===== src/rtl/instr_fetch_unit.sv =====
// ============================================================================
// Module      : instr_fetch_unit
// Description : Fetch stage with PC, single-outstanding imem request channel,
//               one-entry {pc, instr} output register and redirect handling.
// Revision    : 1.0
// ============================================================================
`default_nettype none

module instr_fetch_unit #(
  parameter logic [31:0] RESET_PC = 32'h0000_0000,
  parameter int unsigned PC_STEP  = 4
) (
  input  logic        clk,
  input  logic        rst_n,
  output logic        imem_req_valid,
  input  logic        imem_req_ready,
  output logic [31:0] imem_req_addr,
  input  logic        imem_resp_valid,
  input  logic [31:0] imem_resp_data,
  input  logic        redirect_valid,
  input  logic [31:0] redirect_pc,
  output logic        out_valid,
  input  logic        out_ready,
  output logic [31:0] out_pc,
  output logic [31:0] out_instr,
  output logic [31:0] fetch_count
);

  typedef enum logic [1:0] {
    ST_IDLE = 2'd0,
    ST_REQ  = 2'd1,
    ST_WAIT = 2'd2
  } state_t;

  localparam logic [31:0] c_PC_STEP = PC_STEP[31:0];

  state_t      r_state;
  logic [31:0] r_pc;
  logic        r_kill;
  logic        r_out_valid;
  logic [31:0] r_out_pc;
  logic [31:0] r_out_instr;
  logic [31:0] r_fetch_count;

  logic        w_req_valid;
  logic        w_req_fire;
  logic        w_deq;
  logic        w_redir;
  logic [31:0] w_redir_pc;

  // A request is only issued when the output slot will be free by the time
  // the response can land, so the response path never needs to stall.
  assign w_req_valid = (r_state == ST_REQ) && (!r_out_valid || out_ready);
  assign w_req_fire  = w_req_valid && imem_req_ready;
  assign w_deq       = r_out_valid && out_ready;
  assign w_redir     = redirect_valid && (r_state != ST_IDLE);
  assign w_redir_pc  = {redirect_pc[31:2], 2'b00};

  always_ff @(posedge clk or negedge rst_n) begin
    if (!rst_n) begin
      r_state       <= ST_IDLE;
      r_pc          <= RESET_PC;
      r_kill        <= 1'b0;
      r_out_valid   <= 1'b0;
      r_out_pc      <= 32'h0;
      r_out_instr   <= 32'h0;
      r_fetch_count <= 32'h0;
    end else begin
      if (w_deq) begin
        r_out_valid <= 1'b0;
      end
      if (w_deq && !w_redir) begin
        r_fetch_count <= r_fetch_count + 32'd1;
      end

      case (r_state)
        ST_IDLE: begin
          r_state <= ST_REQ;
        end

        ST_REQ: begin
          if (w_redir) begin
            r_pc        <= w_redir_pc;
            r_out_valid <= 1'b0;
            if (w_req_fire) begin
              r_state <= ST_WAIT;
              r_kill  <= 1'b1;
            end
          end else if (w_req_fire) begin
            r_state <= ST_WAIT;
          end
        end

        ST_WAIT: begin
          if (w_redir) begin
            r_pc        <= w_redir_pc;
            r_out_valid <= 1'b0;
            if (imem_resp_valid) begin
              r_kill  <= 1'b0;
              r_state <= ST_REQ;
            end else begin
              r_kill  <= 1'b1;
            end
          end else if (imem_resp_valid) begin
            r_state <= ST_REQ;
            if (r_kill) begin
              r_kill <= 1'b0;
            end else begin
              r_out_valid <= 1'b1;
              r_out_pc    <= r_pc;
              r_out_instr <= imem_resp_data;
              r_pc        <= r_pc + c_PC_STEP;
            end
          end
        end

        default: begin
          r_state <= ST_IDLE;
        end
      endcase
    end
  end

  assign imem_req_valid = w_req_valid;
  assign imem_req_addr  = r_pc;
  assign out_valid      = r_out_valid;
  assign out_pc         = r_out_pc;
  assign out_instr      = r_out_instr;
  assign fetch_count    = r_fetch_count;

endmodule

`default_nettype wire


===== config.mk =====
export PLATFORM = sky130hd
export DESIGN_NAME = instr_fetch_unit
export DESIGN_NICKNAME = d
export VERILOG_FILES = /design/src/rtl/instr_fetch_unit.sv
export SDC_FILE = /design/constraint.sdc
export NUM_CORES = 1
export LEC_CHECK = 0
export BUFFER_PORTS_ARGS = -buffer_cell sky130_fd_sc_hd__buf_2
export CAP_MARGIN = 30
export CORE_MARGIN = 2
export CORE_UTILIZATION = 51
export CTS_BUF_LIST = sky130_fd_sc_hd__clkbuf_16
export CTS_CLUSTER_SIZE = 28
export DETAILED_ROUTE_END_ITERATION = 7
export GPL_TIMING_DRIVEN = 0
export PLACE_DENSITY_LB_ADDON = 0.12
export SYNTH_ARGS = -nofsm -noshare
export SYNTH_HDL_FRONTEND = slang
export SYNTH_SLANG_ARGS = --single-unit

===== constraint.sdc =====
create_clock -name clk -period 2.6 [get_ports clk]
set_input_delay 0.13 -clock clk [delete_from_list [all_inputs] [get_ports clk]]
set_output_delay 0.13 -clock clk [all_outputs]
set_load 0.02 [all_outputs]

# == Word-level counts from Yosys, hierarchy flattened ==
# Index checks and enable logic that the tools add are counted.
# Widths: inputs -> output; s select.
# totals
reg_bits,132
input_bits,70
out_inout_bits,130
elab_cells,53
# classes
add_sub_neg,2
eq_ne,7
mux,20
bitwise_logic,2
reduce_logical,15
# ops
cell,count
$mux 32,4
$pmux 32 s2,1
$add 32x1->32 const B,1
$add 32x3->32 const B,1
$reduce_and 4->1,3
$mux 1,10
$ne 2x2->1 const B,3
$ne 3x3->1 const B,2
$pmux 2 s3,1
$logic_and 1x1->1,5
$mux 2,2
$pmux 1 s2,2
$reduce_bool 2->1,2
$eq 2x1->1 const B,1
$eq 2x2->1 const B,1
$logic_not 1->1,2
$logic_not 2->1,1
$not 1->1,2
$reduce_and 2->1,1
$logic_or 1x1->1,1

# == Logic depth before layout (Yosys ltp) ==
# Gate-level depths: netlist (run 1).
# depth
depth_word,7
depth_mapped,9
ltp_nobuf,7

# == Worst setup path after synthesis (run 1) ==
# OpenSTA, ideal clock, no wires.
# synth_timing
path_kind,register to register
from,register r_state[0]
to,"register r_fetch_count[27], in the netlist fetch_count[27]"
setup_time_ns,0.129
arrival_ns,1.797
required_time_ns,2.471
path_slack_ns,0.674
stages_incl_launch_ff,8
path_buffers,0
synth_period_minus_slack_ns,1.926
path_cell_list,dfrtp_1 -> inv_1 -> ha_1 -> nand2b_1 -> nand4_2 -> nor4_4 -> nand4_1 -> xnor2_1
# synth_between
elab_chain_cells,4
# synth_lines
element,line,source
from (decl),37,state_t r_state;
from (signal assigned),61,r_state <= ST_IDLE;
from (signal assigned),78,r_state <= ST_REQ;
from (signal assigned),86,r_state <= ST_WAIT;
$reduce_bool 2->1,56,assign w_redir = redirect_valid && (r_state != ST_IDLE);
$logic_and 1x1->1,56,
$logic_not 1->1,72,if (w_deq && !w_redir) begin
$logic_and 1x1->1,72,
to (signal assigned),73,r_fetch_count <= r_fetch_count + 32'd1;
to (decl),43,logic [31:0] r_fetch_count;
# No other way between the ends.
# A chain may end at the register's enable or synchronous reset.

# == Worst setup path in the final report (run 1) ==
# layout_timing
from,register r_state[0]
to,"register r_out_pc[17], in the netlist out_pc[17]"
# layout_between
elab_chain_cells,4
word_cells_on_any_way,5
cone_classes,1 x eq/ne; 1 x bitwise; 3 x reduce/logical
# layout_lines
element,line,source
$reduce_bool 2->1,56,
$logic_and 1x1->1,56,
$not 1->1 (no source line),--,
$reduce_and 4->1 (no source line) (*),--,
to (signal assigned),110,r_out_pc <= r_pc;
to (decl),41,logic [31:0] r_out_pc;
# Every way passes the cells marked *; elsewhere a longest branch is shown, timed or not.

==> results of run 1 <==
[where the power goes]
group	internal (mW)	total, mW	switching (mW)
clock	1.38	2.22	0.837
sequential	2.72	3.39	0.662
combinational	1.46	3.80	2.34
total	5.57	9.40	3.84
[routing by layer]
metal / up-vias / global-route usage, %
met5: - / 0
met4: 0 / 11.5
met3: 34 / 5.13
met2: 250 / 41.7
met1: 2528 / 36.1
li1: 2434 / -
[metrics by stage]
step	hold WS, ns	power, mW	setup TNS (ns)
floorplan	-0.166	5.72	0
global placement	0.352	6.99	-30.47
detailed placement	0.115	7.12	0
CTS	0.00398	9.41	0
global route	0.0552	9.93	0
finish	0.0195	9.40	0
[sequential cells by signal, indices dropped and copies added (netlist names)]
name and cells:
r_state 2, imem_req_addr 30, out_pc 30, out_instr 32
r_kill 1, fetch_count 32, out_valid 1
[synth_stat cells, types with 3 or more instances]
cell type,n,area [um^2]
a31oi_1,3,18.8
o21ai_0,19,95.1
o22a_1,3,26.3
nor2b_1,3,18.8
buf_4,5,37.5
inv_1,7,26.3
ha_1,5,62.6
and3_1,19,119
mux2_1,6,67.6
xor2_1,6,52.6
buf_2,12,60.1
mux2_2,58,653
a21oi_1,34,170
o31ai_1,4,30.0
dfrtp_1,128,3200
nand3_1,27,135
clkbuf_1,10,37.5
and4_1,5,43.8
nand4_1,17,106
a2bb2oi_1,5,43.8
o32ai_1,5,43.8
nor2_1,25,93.8
nor3_1,10,50.1
o22ai_1,9,56.3
nand2_1,40,150
and2_1,8,50.1
xnor2_1,25,219
[critical path, stage by stage, from the launching register on]
cell     delay, ns
dfrtp_1       0.39
inv_1         0.08
ha_1          0.30
nand2_1       0.13
nor3_2        0.62
buf_2         0.40
mux2_2        0.38
[path summary, 6_finish.rpt]
path | slack, ns | start | end | depth (start not counted)
hold / removal | 0.02 | redirect_pc[5] | imem_req_addr[5] | 3
min in group asynchronous | 0.28 | rst_n | fetch_count[26] | 2
hold reg to reg | 0.47 | fetch_count[31] | fetch_count[31] | 1
setup / recovery | 0.17 | r_state[0] | out_pc[17] | 6
setup reg to reg | 0.17 | r_state[0] | out_pc[17] | 6
max in group asynchronous | 1.57 | rst_n | imem_req_addr[10] | 3
[what timing repair did]
action,CTS,global route
gates resized for setup,0,4
hold endpoints to repair,90,0
hold buffers,39,0
setup buffers,0,0
setup endpoints to repair,0,3
[cell type report]
| class | instances | area share, % |
|---|---|---|
| flip-flops and latches | 128 | 39.6 |
| multi-input cells | 368 | 32.2 |
| repair buffers | 233 | 17.2 |
| clock buffers | 17 | 5.26 |
| well taps | 143 | 2.21 |
| plain buffers | 27 | 1.70 |
| clock inverters | 15 | 1.58 |
| inverters | 7 | 0.325 |
[logic make-up after synthesis]
group | after synthesis | synth area share (%)
XOR/XNOR | 31 | 4.56
multiplexers | 65 | 12.3
adder cells (fa/ha/maj) | 5 | 1.05
buffers and inverters | 34 | 2.71
flip-flops | 128 | 53.8
AO/OA/AOI/OAI | 91 | 9.33
other | 1 | 0.0630
AND/OR/NAND/NOR | 172 | 16.2
==> metrics.md, run 1 <==
| Metric | Value |
|---|---|
| CTS root buf | `clkbuf_16` |
| Clock Latency Late Sink | `0.41 ns` |
| Post-place setup slack | `0.210 ns` |
| Final hold viol count | `0` |
| Clock Sinks | `128` |
| Antenna Diode Count | `0` |
| Max cap viols | `0` |
| Cell count after synthesis | `527` |
| Status | `complete, no violations` |
| Clk slew on worst S/H paths | `0.05 ns` |
| Final setup fails | `0` |
| Register area | `3200 um^2` |
| Share of cells above drive strength 1 | `around two fifths` |
| Lkg Pwr | `~4.0 nW` |
| Part of the cycle the worst path needs | `~93%` |
| DRT Wirelength | `roughly 16,000 um` |
| FF+latch count, synth | `128` |
| Post-route DRC | `0` |
| Vias post-DR | `around 5.2k` |
| Critical Path AT | `2.72 ns` |
| M1 WL | `a little over 7000 um` |
| Syn. warnings | `0` |
| Clock Tree Buf Depth | `2` |
| WL/cell | `~18 um` |
| Layout Skew | `about 0.005 ns` |
| DIE AREA | `12,600 um^2` |
| Tot GR Track Use | `26.4%` |
| Post-synth ARST share | `100%` |
| Final core utilization | `70.9%` |
| Grt total ovfl | `0` |
| Final cell count without fillers | `about 940` |
| Distinct cell type count after synthesis | `49` |
| Setup ws final | `around 0.17 ns` |
| Area of the multi-input gates | `2600 um^2` |
| 1st-pass router iterations | `6` |
| Largest net degree at the start of global routing | `77` |
| Fin crit period | `~2.4 ns` |
| Hold WC Path Type | `in2reg` |
| Post-Syn Area | `a little under 6000 um^2` |
| Total CTS buffers | `17` |
| Final Slew Violations | `0` |
| Number of global-route vias before repair | `5,265` |
| Max Freq | `~0.4 GHz` |
| Detail Route met2 WL | `7860 um` |
| GPL Wtd Cong | `approximately 0.85` |
| Io pins | `200` |
| Met3 Wirelength | `~1100 um` |
| Worst-case vdd ir drop | `769 uV` |
| Fillers | `846` |
| Initial core utilization | `52.1%` |
| RSZ-0062 raised after global routing | `no` |
| Post-route ant nets | `0` |
| CP max FO | `10` |
| Max layer used | `met4` |
| Critical Path Start Type | `flop` |
| TritonCTS clock tree | `built` |
| DR vias/cell | `roughly 5.6` |
| Placed cell areas | `7140 um^2` |
| DP HPWL | `11,400 um` |
| Critical Path RT | `2.89 ns` |
| FP Rows | `39` |
| Most frequent cells in the layout | `buf_2 (204), dfrtp_1 (128), mux2_2 (58)` |
| Setup crit end kind | `flop` |
| Commonest non-fill, non-tap cell in the layout | `buf_2` |
| Total power per unit cell area | `1160 nW/um^2` |
| Synth Area per Inst | `11.3 um^2` |
| H-tree depth | `4` |
| Top FF cell, synth | `dfrtp_1` |
| Die X | `112 um` |
| P&R area growth vs syn | `35.9%` |
| Cell count after placement | `between 800 and 900` |
| Die Ht | `112 um` |
| Post-synth EDFFs | `0` |
| Initial antenna violation count | `0` |
| Slew HR | `46.9%` |
| Layout net count | `857` |
| Final Cell Area | `8090 um^2` |
| Core area | `11,400 um^2` |
| Iter 0 DRT Violations | `309` |
| Port bufs | `slightly below 200` |
| Seq/Total Area, Yosys | `53.8%` |
| Worst-margin pin slew | `0.792 ns` |
| Crit path kind | `reg2reg` |
| Global-route wire length before repair | `between 20,000 and 30,000 um` |
Power figures use the tool's default switching activity.
==> inputs of run 2 (changes only) <==
- BUFFER_PORTS_ARGS: -buffer_cell sky130_fd_sc_hd__buf_2 -> -buffer_cell sky130_fd_sc_hd__buf_4
- SETUP_SLACK_MARGIN: default -> 0.4
==> run 2 against run 1 <==
Clock skew rose by 0.0023 ns. Critical path depth rose by 2. Sequential power barely moved. Flip-flop and latch count did not move. First-iteration DRC count rose by 35%. Clock-buffer cell count did not move. Maximum frequency rose by 15%. Final cell count rose by 1.1%. Worst setup slack improved by 0.32 ns. Critical path type unchanged. Highest routed layer unchanged.
==> metrics.md, run 2 (synthesis gave the netlist of run 1 again) <==
| Metric | Value |
|---|---|
| Status | `complete, no violations (unchanged)` |
| Commonest non-fill, non-tap cell in the layout | `buf_4 (was buf_2)` |
| Antenna Diode Count | `0 (unchanged)` |
| RSZ-0062 raised after global routing | `no (unchanged)` |
| P&R area growth vs syn | `45.6% (was 35.9%)` |
| Tot GR Track Use | `27.2% (was 26.4%)` |
| Part of the cycle the worst path needs | `81.1% (was 93.4%)` |
| Critical Path AT | `2.40 ns (was 2.72 ns)` |
| Core area | `11,400 um^2 (unchanged)` |
| Initial core utilization | `52.1% (unchanged)` |
| Layout Skew | `0.00730 ns (was 0.00502 ns)` |
| Critical Path Start Type | `flop (unchanged)` |
| Gate power share | `44.1% (was 40.4%)` |
| Post-route DRC | `0 (unchanged)` |
| Layout net count | `868 (was 857)` |
| Final Slew Violations | `0 (unchanged)` |
| Switching share of power | `39.5% (was 40.8%)` |
| Area of the multi-input gates | `2640 um^2 (was 2600 um^2)` |
| CTS root buf | `clkbuf_16 (unchanged)` |
| FF-to-FF Start | `r_state[0] (unchanged)` |
| Lkg Pwr | `4.17 nW (was 3.96 nW)` |
| Most frequent cells in the layout | `buf_4 (209), dfrtp_1 (128), mux2_2 (58) (was buf_2 (204), dfrtp_1 (128), mux2_2 (58))` |
| TritonCTS clock tree | `built (unchanged)` |
| Cell count after placement | `867 (unchanged)` |
| DP HPWL | `11,500 um (was 11,400 um)` |
| WL/cell | `18.0 um (was 17.6 um)` |
| Final hold viol count | `0 (unchanged)` |
| Final Cell Area | `8670 um^2 (was 8090 um^2)` |
| Register area | `3200 um^2 (unchanged)` |
| Worst-case vdd ir drop | `897 uV (was 769 uV)` |
| Psw | `3.89 mW (was 3.84 mW)` |
| Worst Min Path Start | `redirect_pc[5] (unchanged)` |
| Hold WC Path Type | `in2reg (unchanged)` |
| Die Ht | `112 um (unchanged)` |
| Vias post-DR | `5,309 (was 5,246)` |
| Total power per unit cell area | `1130 nW/um^2 (was 1160 nW/um^2)` |
| Worst-path cell chain | `inv_1 > ha_1 > nand2b_4 > nand4_4 > nor4_4 > buf_4 > nand4_1 > xnor2_1 (was inv_1 > ha_1 > nand2_1 > nor3_2 > buf_2 > mux2_2)` |
| Slowest-stage cell, CP | `nor4_4 (was nor3_2)` |
| CP max FO | `7 (was 10)` |
| Placed cell areas | `7620 um^2 (was 7140 um^2)` |
| Max Freq | `0.474 GHz (was 0.412 GHz)` |
| Final cell count without fillers | `948 (was 938)` |
| Max cap viols | `0 (unchanged)` |
| Critical Path RT | `2.90 ns (was 2.89 ns)` |
| GPL Wtd Cong | `0.864 (was 0.847)` |
| Largest net degree at the start of global routing | `90 (was 77)` |
| Flop pwr share | `34.8% (was 36.0%)` |
| Clock Sinks | `128 (unchanged)` |
| Initial antenna violation count | `0 (unchanged)` |
| Worst Setup SP | `r_state[0] (unchanged)` |
| Tightest hold margin | `0.00819 ns (was 0.0195 ns)` |
| Clock Tree Buf Depth | `2 (unchanged)` |
| Clock power share | `21.1% (was 23.6%)` |
| Setup crit end kind | `flop (unchanged)` |
| DR vias/cell | `5.60 (was 5.59)` |
| Final setup fails | `0 (unchanged)` |
| Port bufs | `193 (unchanged)` |
| Total CTS buffers | `17 (unchanged)` |
| Grt total ovfl | `0 (unchanged)` |
| DRT Wirelength | `17,000 um (was 16,500 um)` |
| Slew HR | `61.9% (was 46.9%)` |
| H-tree depth | `4 (unchanged)` |
| Fin crit period | `2.11 ns (was 2.43 ns)` |
| Share of cells above drive strength 1 | `40.2% (was 38.5%)` |
| Clk slew on worst S/H paths | `0.05 ns (about the same)` |
| Global-route wire length before repair | `27,100 um (was 26,400 um)` |
| Worst-margin pin slew | `0.566 ns (was 0.792 ns)` |
| 1st-pass router iterations | `5 (was 6)` |
| Iter 0 DRT Violations | `418 (was 309)` |
| Largest stage delay, worst path | `0.41 ns (was 0.62 ns)` |
| P_int | `5.95 mW (was 5.57 mW)` |
| FP Rows | `39 (unchanged)` |
| Post-route ant nets | `0 (unchanged)` |
| Clock Latency Late Sink | `0.41 ns (about the same)` |
| Crit path kind | `reg2reg (unchanged)` |
| Number of global-route vias before repair | `5,237 (was 5,265)` |
| Setup_tns | `0 ns (unchanged)` |
| Fillers | `792 (was 846)` |
| DIE AREA | `12,600 um^2 (unchanged)` |
| Io pins | `200 (unchanged)` |
| Die X | `112 um (unchanged)` |
-- run 2: changes by cell type in the layout (fill, tap and decap cells not counted), sizes merged --
| cell | delta |
|---|---|
| buf | +9 |
| inv | +3 |
| clkbuf | +1 |
| clkinvlp | -2 |
| bufinv | -1 |
| clkinv | -1 |
| dlygate4sd3 | +1 |
-- run 2: power groups by stage --
stage / registers [mW] / logic [mW] / clock network [mW]
after floorplan: 4.13 / 1.60 / 0
after global placement: 3.37 / 4.06 / 0
after detailed placement: 3.42 / 4.15 / 0
after CTS: 3.40 / 4.24 / 2.11
after global routing: 3.53 / 4.63 / 2.20
final: 3.42 / 4.34 / 2.07
-- run 2: final timing paths --
path	end	slack, ns	cells past startpoint
max in group asynchronous	out_instr[18]	1.66	3
min	imem_req_addr[5]	0.008	3
min reg2reg	out_instr[19]	0.49	1
max	fetch_count[27]	0.49	8
max reg2reg	fetch_count[27]	0.49	8
min in group asynchronous	fetch_count[26]	0.19	2
-- run 2: critical path, delay by kind of cell (launching register included) --
| family | cells | cell delay [ns] |
|---|---|---|
| simple gates | 4 | 0.92 |
| flops | 1 | 0.39 |
| buf+inv | 2 | 0.28 |
| fa+ha+maj | 1 | 0.23 |
| xor+xnor | 1 | 0.16 |
-- run 2: timing repair --
action,4_1_cts,5_1_grt
hold endpoints to repair,78,0
pin swaps,3,3
buffers inserted,3,7
hold buffers,40,0
setup endpoints to repair,94,56
resized for setup,8,17
-- run 2: per-stage QoR --
step	total power [mW]	utilization [%]	worst slack, ns
floorplan	5.72	-	0.674
CTS	9.75	75.1	0.375
global placement	7.44	66.5	0.251
global route	10.4	75.9	0.368
detailed placement	7.57	66.8	0.202
finish	9.83	75.9	0.492
-- run 2: layout make-up --
class                      count  area share, %
tap                          143           2.06
buffer                        27           1.79
clock buffer                  17           4.91
clock inverter                14          0.996
sequential                   128           36.9
multi-input combinational    368           30.4
timing repair buffer         244           22.6
inverter                       7          0.303
-- run 2: layer usage --
metal | global-route usage (%) | routed length, um
met5 | 0 | 0
met4 | 11.2 | 359
met3 | 6.21 | 1190
met2 | 43.2 | 8270
met1 | 36.7 | 7230
==> inputs of run 3 (changes only) <==
- CORE_UTILIZATION: 51 -> 46
- clock period: 2.6 -> 1.7 ns (I/O delays scaled with it)
==> run 3 against run 2 <==
Via count grew 8.4%. Combinational power grew 100%. First-iteration DRC count grew 36%. Flip-flop and latch count is the same. Clock power grew 89%. Non-clock buffer count grew 63. Highest routed layer unchanged. Largest power group unchanged. The run now ends with setup timing left. Worst setup slack lost 0.71 ns. Worst hold slack gained 0.015 ns. Critical endpoint is now out_instr[28]. Register-to-register slack lost 0.71 ns.
==> metrics.md, run 3 (synthesis gave the netlist of run 1 again) <==
| Metric | Value |
|---|---|
| Port bufs | `193 (unchanged)` |
| Share of cells above drive strength 1 | `55.5% (was 40.2%)` |
| Core area | `12,600 um^2 (was 11,400 um^2)` |
| Overall Power | `18.0 mW (was 9.83 mW)` |
| Total CTS buffers | `17 (unchanged)` |
| Max Freq | `0.522 GHz (was 0.474 GHz)` |
| Setup ws final | `-0.215 ns (was 0.492 ns)` |
| CTS root buf | `clkbuf_16 (unchanged)` |
| Clock Tree Buf Depth | `2 (unchanged)` |
| Failing checks | `setup timing` |
| CP max FO | `7 (unchanged)` |
| Initial antenna violation count | `0 (unchanged)` |
| Most frequent cells in the layout | `buf_4 (227), dfrtp_1 (101), dlygate4sd3_1 (56) (was buf_4 (209), dfrtp_1 (128), mux2_2 (58))` |
| Hold WC Path Type | `in2reg (unchanged)` |
| Commonest non-fill, non-tap cell in the layout | `buf_4 (unchanged)` |
| Clock Latency Late Sink | `0.42 ns (was 0.41 ns)` |
| 1st-pass router iterations | `5 (unchanged)` |
| Crit path kind | `reg2reg (unchanged)` |
| Final Cell Area | `10,500 um^2 (was 8670 um^2)` |
| Status | `finished with violations (was complete, no violations)` |
| Global-route wire length before repair | `30,800 um (was 27,100 um)` |
| RSZ-0062 raised after global routing | `yes (was no)` |
| DRT Wirelength | `20,100 um (was 17,000 um)` |
| Final Slew Violations | `0 (unchanged)` |
| Post-route DRC | `0 (unchanged)` |
| Fin crit period | `1.91 ns (was 2.11 ns)` |
| Critical Path AT | `2.22 ns (was 2.40 ns)` |
| Antenna Diode Count | `0 (unchanged)` |
| Largest net degree at the start of global routing | `99 (was 90)` |
| Final core utilization | `82.9% (was 75.9%)` |
| Die Ht | `118 um (was 112 um)` |
| GPL Wtd Cong | `0.906 (was 0.864)` |
| WL/cell | `19.3 um (was 18.0 um)` |
| Critical Path RT | `2.00 ns (was 2.90 ns)` |
| Clock Sinks | `128 (unchanged)` |
| Grt total ovfl | `0 (unchanged)` |
| Io pins | `200 (unchanged)` |
| Final setup fails | `110 (was 0)` |
| DP HPWL | `12,000 um (was 11,500 um)` |
| Initial core utilization | `47.2% (was 52.1%)` |
| Placed cell areas | `7990 um^2 (was 7620 um^2)` |
| Lkg Pwr | `4.88 nW (was 4.17 nW)` |
| Layout net count | `931 (was 868)` |
| Number of global-route vias before repair | `5,859 (was 5,237)` |
| DR vias/cell | `5.53 (was 5.60)` |
| Tot GR Track Use | `28.1% (was 27.2%)` |
| Post-route ant nets | `0 (unchanged)` |
| Worst-case vdd ir drop | `1010 uV (was 897 uV)` |
| DIE AREA | `13,900 um^2 (was 12,600 um^2)` |
| Max cap viols | `0 (unchanged)` |
| Iter 0 DRT Violations | `570 (was 418)` |
| Layout Skew | `0.00743 ns (was 0.00730 ns)` |
| Clk slew on worst S/H paths | `0.06 ns (was 0.05 ns)` |
| FP Rows | `41 (was 39)` |
| Critical Path Start Type | `flop (unchanged)` |
| Fillers | `718 (was 792)` |
| H-tree depth | `4 (unchanged)` |
| Final hold viol count | `0 (unchanged)` |
| P&R area growth vs syn | `75.7% (was 45.6%)` |
| Total power per unit cell area | `1720 nW/um^2 (was 1130 nW/um^2)` |
| Part of the cycle the worst path needs | `113% (was 81.1%)` |
| TritonCTS clock tree | `built (unchanged)` |
| Die X | `118 um (was 112 um)` |
| Vias post-DR | `5,753 (was 5,309)` |
| Setup crit end kind | `flop (unchanged)` |
-- run 3: worst max-delay path: stages (launching register included) --
cell	delay, ns
dfrtp_1	0.41
inv_2	0.12
ha_4	0.19
nand2_4	0.07
nor3_4	0.27
buf_12	0.19
buf_12	0.12
buf_16	0.12
mux2_4	0.30
-- run 3: per-layer routing --
layer,track usage [%],routed length (um)
met1,35.4,8080
met2,46.4,10000
met3,6.44,1350
met4,12.3,653
met5,0,0
-- run 3: path summary, 6_finish.rpt --
kind | start | endpoint | slack, ns | depth (start not counted)
setup / recovery | r_state[0] | out_instr[28] | -0.21 | 8
hold / removal | imem_req_ready | r_kill | 0.02 | 4
setup reg to reg | r_state[0] | out_instr[28] | -0.21 | 8
hold reg to reg | fetch_count[31] | fetch_count[31] | 0.48 | 1
max in group asynchronous | rst_n | fetch_count[20] | 0.78 | 3
min in group asynchronous | rst_n | out_pc[15] | 0.12 | 2
-- run 3: through the flow --
step           hold WS (ns)  std cells  setup TNS, ns  setup slack [ns]
6_report             0.0227       1041         -12.36            -0.215
5_1_grt              0.0585       1041         -19.66            -0.263
4_1_cts             0.00408       1027          -6.67            -0.143
3_5_place_dp        -0.0158        896         -33.82            -0.435
3_3_place_gp          0.303        895         -28.88            -0.370
2_1_floorplan        -0.211        530          -3.86           -0.0599
-- run 3: cell type report --
type,count,area [um^2],share of cell area (%)
Multi-Input combinational cell,368,3270,31.2
Sequential cell,128,3240,30.9
Timing Repair Buffer,307,2720,26.0
Clock buffer,17,425,4.07
Buffer,27,370,3.54
Tap cell,172,215,2.06
Clock inverter,15,204,1.95
Inverter,7,26.3,0.251
-- run 3: what timing repair did --
item	in CTS	in global routing
pin swaps	24	34
endpoints found under the setup margin	129	129
gates cloned	6	3
setup buffers	37	11
hold endpoints to repair	183	0
resized for setup	108	66
hold buffers	56	0
-- run 3: where the power goes --
| group | leakage, nW | switching, mW | internal [mW] |
|---|---|---|---|
| Sequential | 1.57 | 1.04 | 4.21 |
| Clock | 0.323 | 1.34 | 2.57 |
| Combinational | 2.98 | 4.44 | 4.44 |
| Total | 4.88 | 6.82 | 11.2 |
